File: src/rtl/button_debouncer_pkg.sv
// button_debouncer_pkg: shared FSM state encoding and board clock default for the input-conditioning blocks
package button_debouncer_pkg;
  localparam int unsigned CLK_HZ = 12_000_000;
  typedef enum logic [1:0] {
    ST_IDLE_LOW  = 2'd0,
    ST_WAIT_HIGH = 2'd1,
    ST_IDLE_HIGH = 2'd2,
    ST_WAIT_LOW  = 2'd3
  } state_t;
endpackage

File: src/rtl/button_debouncer_sync_2ff.sv
// sync_2ff: two-flop synchroniser; ports clock, reset (sync, active-high), d (async in), q (synchronised out)
module sync_2ff (
  input  logic clock,
  input  logic reset,
  input  logic d,
  output logic q
);
  logic s1;
  always_ff @(posedge clock) begin
    if (reset) begin
      s1 <= 1'b0;
      q  <= 1'b0;
    end else begin
      s1 <= d;
      q  <= s1;
    end
  end
endmodule

File: src/rtl/button_debouncer.sv
// button_debouncer: synchronises a raw button and waits STABLE_COUNT stable cycles before moving clean_out; ports clock, reset (sync, active-high), noisy_in, clean_out, rise_pulse, fall_pulse
module button_debouncer
  import button_debouncer_pkg::*;
#(
  parameter int STABLE_COUNT = 12000,
  parameter int COUNT_WIDTH  = 16
) (
  input  logic clock,
  input  logic reset,
  input  logic noisy_in,
  output logic clean_out,
  output logic rise_pulse,
  output logic fall_pulse
);
  localparam logic [COUNT_WIDTH-1:0] LAST = COUNT_WIDTH'(STABLE_COUNT - 1);
  logic sync;
  logic [COUNT_WIDTH-1:0] count;
  state_t state;
  sync_2ff u_sync (
    .clock(clock),
    .reset(reset),
    .d    (noisy_in),
    .q    (sync)
  );
  always_ff @(posedge clock) begin
    if (reset) begin
      state      <= ST_IDLE_LOW;
      count      <= '0;
      clean_out  <= 1'b0;
      rise_pulse <= 1'b0;
      fall_pulse <= 1'b0;
    end else begin
      rise_pulse <= 1'b0;
      fall_pulse <= 1'b0;
      case (state)
        ST_IDLE_LOW: begin
          count <= '0;
          if (sync) state <= ST_WAIT_HIGH;
        end
        ST_WAIT_HIGH: begin
          if (!sync) begin
            state <= ST_IDLE_LOW;
            count <= '0;
          end else if (count == LAST) begin
            state      <= ST_IDLE_HIGH;
            count      <= '0;
            clean_out  <= 1'b1;
            rise_pulse <= 1'b1;
          end else count <= count + 1'b1;
        end
        ST_IDLE_HIGH: begin
          count <= '0;
          if (!sync) state <= ST_WAIT_LOW;
        end
        ST_WAIT_LOW: begin
          if (sync) begin
            state <= ST_IDLE_HIGH;
            count <= '0;
          end else if (count == LAST) begin
            state      <= ST_IDLE_LOW;
            count      <= '0;
            clean_out  <= 1'b0;
            fall_pulse <= 1'b1;
          end else count <= count + 1'b1;
        end
        default: begin
          state <= ST_IDLE_LOW;
          count <= '0;
        end
      endcase
    end
  end
endmodule
File: config.mk
export PLATFORM = sky130hd
export DESIGN_NAME = button_debouncer
export DESIGN_NICKNAME = d
export VERILOG_FILES = /design/src/rtl/button_debouncer_pkg.sv /design/src/rtl/button_debouncer_sync_2ff.sv /design/src/rtl/button_debouncer.sv
export SDC_FILE = /design/constraint.sdc
export NUM_CORES = 1
export LEC_CHECK = 0
export CORE_ASPECT_RATIO = 1.25
export CORE_MARGIN = 3
export CORE_UTILIZATION = 62
export CTS_BUF_LIST = sky130_fd_sc_hd__clkbuf_8
export DETAILED_ROUTE_END_ITERATION = 10
export DONT_BUFFER_PORTS = 1
export PLACE_DENSITY = 0.89
export SLEW_MARGIN = 20
export SYNTH_ARGS = -nofsm -noshare
export SYNTH_HDL_FRONTEND = slang
export SYNTH_SLANG_ARGS = --single-unit
File: constraint.sdc
create_clock -name clock -period 5.1 [get_ports clock]
set_clock_uncertainty 0.15 [all_clocks]
set_input_delay 0.255 -clock clock [delete_from_list [all_inputs] [get_ports clock]]
set_output_delay 0.255 -clock clock [all_outputs]
set_load 0.02 [all_outputs]
==> summary.md <==
| Metric | Value |
|---|---|
| Initial core utilization | 0.697 |
| DP Cell Count | 121 |
| CTS root buf | clkbuf_8 |
| Vias in the first global route | 716 |
| Core Area | 1450 sq um |
| CTS tree | yes |
| Vias | 717 |
| CP max stage cell | or2_0 |
| Final Hold Viols | 0 |
| Die Height | 51.1 um |
| Synth Cell Area | 1010 sq um |
| Port bufs | 0 |
| Area growth syn-to-layout | 5.96% |
| Gp weighted congestion | 0.779 |
| Synthesized net count | 110 |
| Final WS setup | 2720 ps |
| CP startpoint kind | register |
| Share of layout cells above drive strength 1 | 0.109 |
| Final core occ | 0.739 |
| Top FF cell, synth | dfxtp_1 |
| Worst Path Arrival | 2340 ps |
| I/O pins | 6 |
| Yosys warning total | 0 |
| Largest net degree at the start of global routing | 15 |
| P_leak | 0.330 nW |
| Skew-Pair Late Insertion Delay | 260 ps |
| Dpl ws | 2730 ps |
| Yosys reg bits | 23 |
| # diodes | 0 |
| Dpl hpwl | 1210 um |
| Async SR Flop Fraction | 0 |
| First-pass GRT wire length | 3020 um |
| Final Instance Area | 1070 sq um |
| Drt wl/cell | 13.1 um |
| Top cell type's share of synthesized area | 0.457 |
| Initial antenna violation count | 0 |
| Worst Hold Class | in -> reg |
| Final Power | 0.297 mW |
| Status | finished clean |
| Non-filler cells, final | 127 |
| Die W | 42.1 um |
| VDD IR max | 190 uV |
| Crit Path Class | reg -> reg |
| GRT Overall Usage | 0.180 |
| Clock Sinks | 23 |
| Register area share after synthesis | 0.457 |
| Data required time of the worst path | 5070 ps |
| Wirelength, routed | 1670 um |
| Post-CTS Resized | 0 |
| Max-cap violations | 0 |
| Via density | 5.65 |
| Final Max Slew Viols | 0 |
| Worst slew pin tran | 893 ps |
| Slew HR | 0.405 |
| CP Max Fanout | 14 |
| DR DRC count | 0 |
| CP cell instances | ha_1 -> nand3_1 -> nor4_4 -> or2_0 -> nor2_1 |
| Placed inst area | 1000 sq um |
| Fin Setup TNS | 0 ps |
| Final min period | 2380 ps |
| Post-synth EDFFs | 0 |
| Top-count cell post-synth | dfxtp_1 |
| Post-synth top cells | 23 x dfxtp_1, 17 x nor2_1, 13 x xnor2_1 |
| Synthesized area per cell | 9.50 sq um |
| Max Root-Sink Buffers | 2 |
| Final antenna-violating net count | 0 |
| RSZ-0062 raised after global routing | false |
| Initial DRC count | 11 |
| Yosys cell types | 24 |
| Area leader, netlist | dfxtp_1 |
| CP peak stage delay | 730 ps |
| Worst Setup End Kind | register |
| Cell Rows | 15 |
| Final setup fails | 0 |
| Nets | 115 |
| Num CTS Buffers | 3 |
| Die area | 2150 sq um |
| Mapped Cells | 106 |
| Reg clk slew, reported paths | 80 ps |
| Final period util | 0.466 |
| Final hold slack | 8.97 ps |
| Drt pass-1 iters | 4 |
| Synth area leaders | dfxtp_1 46%, xnor2_1 11%, nor2_1 6.3%, nor4_4 4.2%, nand4_1 3.1% |
| Gr ovfl total | 0 |
| PD cells | 278 nW/um^2 |
| Maximum clock frequency | 421 MHz |
| CTS H-Tree Depth | 1 |
## worst paths after layout
check / cells after the start / to / slack [ps] / startpoint
setup reg to reg: 5 / count[7] / 2720 / count[0]
hold reg to reg: 1 / u_sync.q / 300 / u_sync.s1
hold / removal: 2 / state[0] / 9 / reset
setup / recovery: 5 / count[7] / 2720 / count[0]
## cells by family after synthesis
group / synth area share
XOR/XNOR: 0.130
buffers and inverters: 0.0460
multiplexers: 0.0199
AO/OA/AOI/OAI: 0.00993
adder cells (fa/ha/maj): 0.0124
flip-flops: 0.457
AND/OR/NAND/NOR: 0.324
## critical path: cells and delay by family (launching register included)
| family | cells | cell delay (ps) |
|---|---|---|
| adders and majority gates | 1 | 230 |
| DFF | 1 | 390 |
| and+or+nand+nor | 4 | 1460 |
## layer usage
metal / wire [um] / GRT usage
met1: 744 / 0.210
met2: 865 / 0.335
met3: 39 / 0.0106
met4: 19 / 0.0829
met5: 0 / 0
## report_power, final
part           total, mW  internal, mW  switching [mW]  leakage [nW]
logic            0.00451       0.00258         0.00193         0.118
registers          0.183         0.181         0.00213         0.186
clock network      0.109        0.0544          0.0549        0.0255
## timing repair
| item | in CTS | in global routing |
|---|---|---|
| endpoints found under the hold margin | 4 | 0 |
| setup buffers | 0 | 0 |
| hold buffers | 2 | 0 |
## state kept, by name, indices dropped and copies added, names as in the netlist, named ones only
name        flops
count          16
clean_out       1
fall_pulse      1
rise_pulse      1
state           1
u_sync.q        1
u_sync.s1       1
## layout by cell type (no fill, tap or decap)
cell type	n
dfxtp_1	23
nor2_1	17
xnor2_1	13
nand2_1	5
nand4_1	5
nand3_1	5
inv_1	5
nor3_1	5
nor2b_1	4
nor4_1	4
nor2_2	4
clkbuf_8	3
xor2_1	2
nor4_4	2
mux2i_1	2
dlygate4sd3_1	2
or4b_4	1
nand4bb_1	1
or2_0	1
o21ai_0	1
a21oi_1	1
and3_2	1
nand2b_1	1
ha_1	1
clkinv_2	1
## layout make-up
type	count	area, sq um
clock buffer	3	41.3
inverter	5	18.8
fill	107	378
clock inverter	1	5.00
multi-input combinational	76	500
tap	17	21.3
timing repair buffer	2	20.0
sequential	23	460
Note: power is estimated with default switching activity, not from simulation.
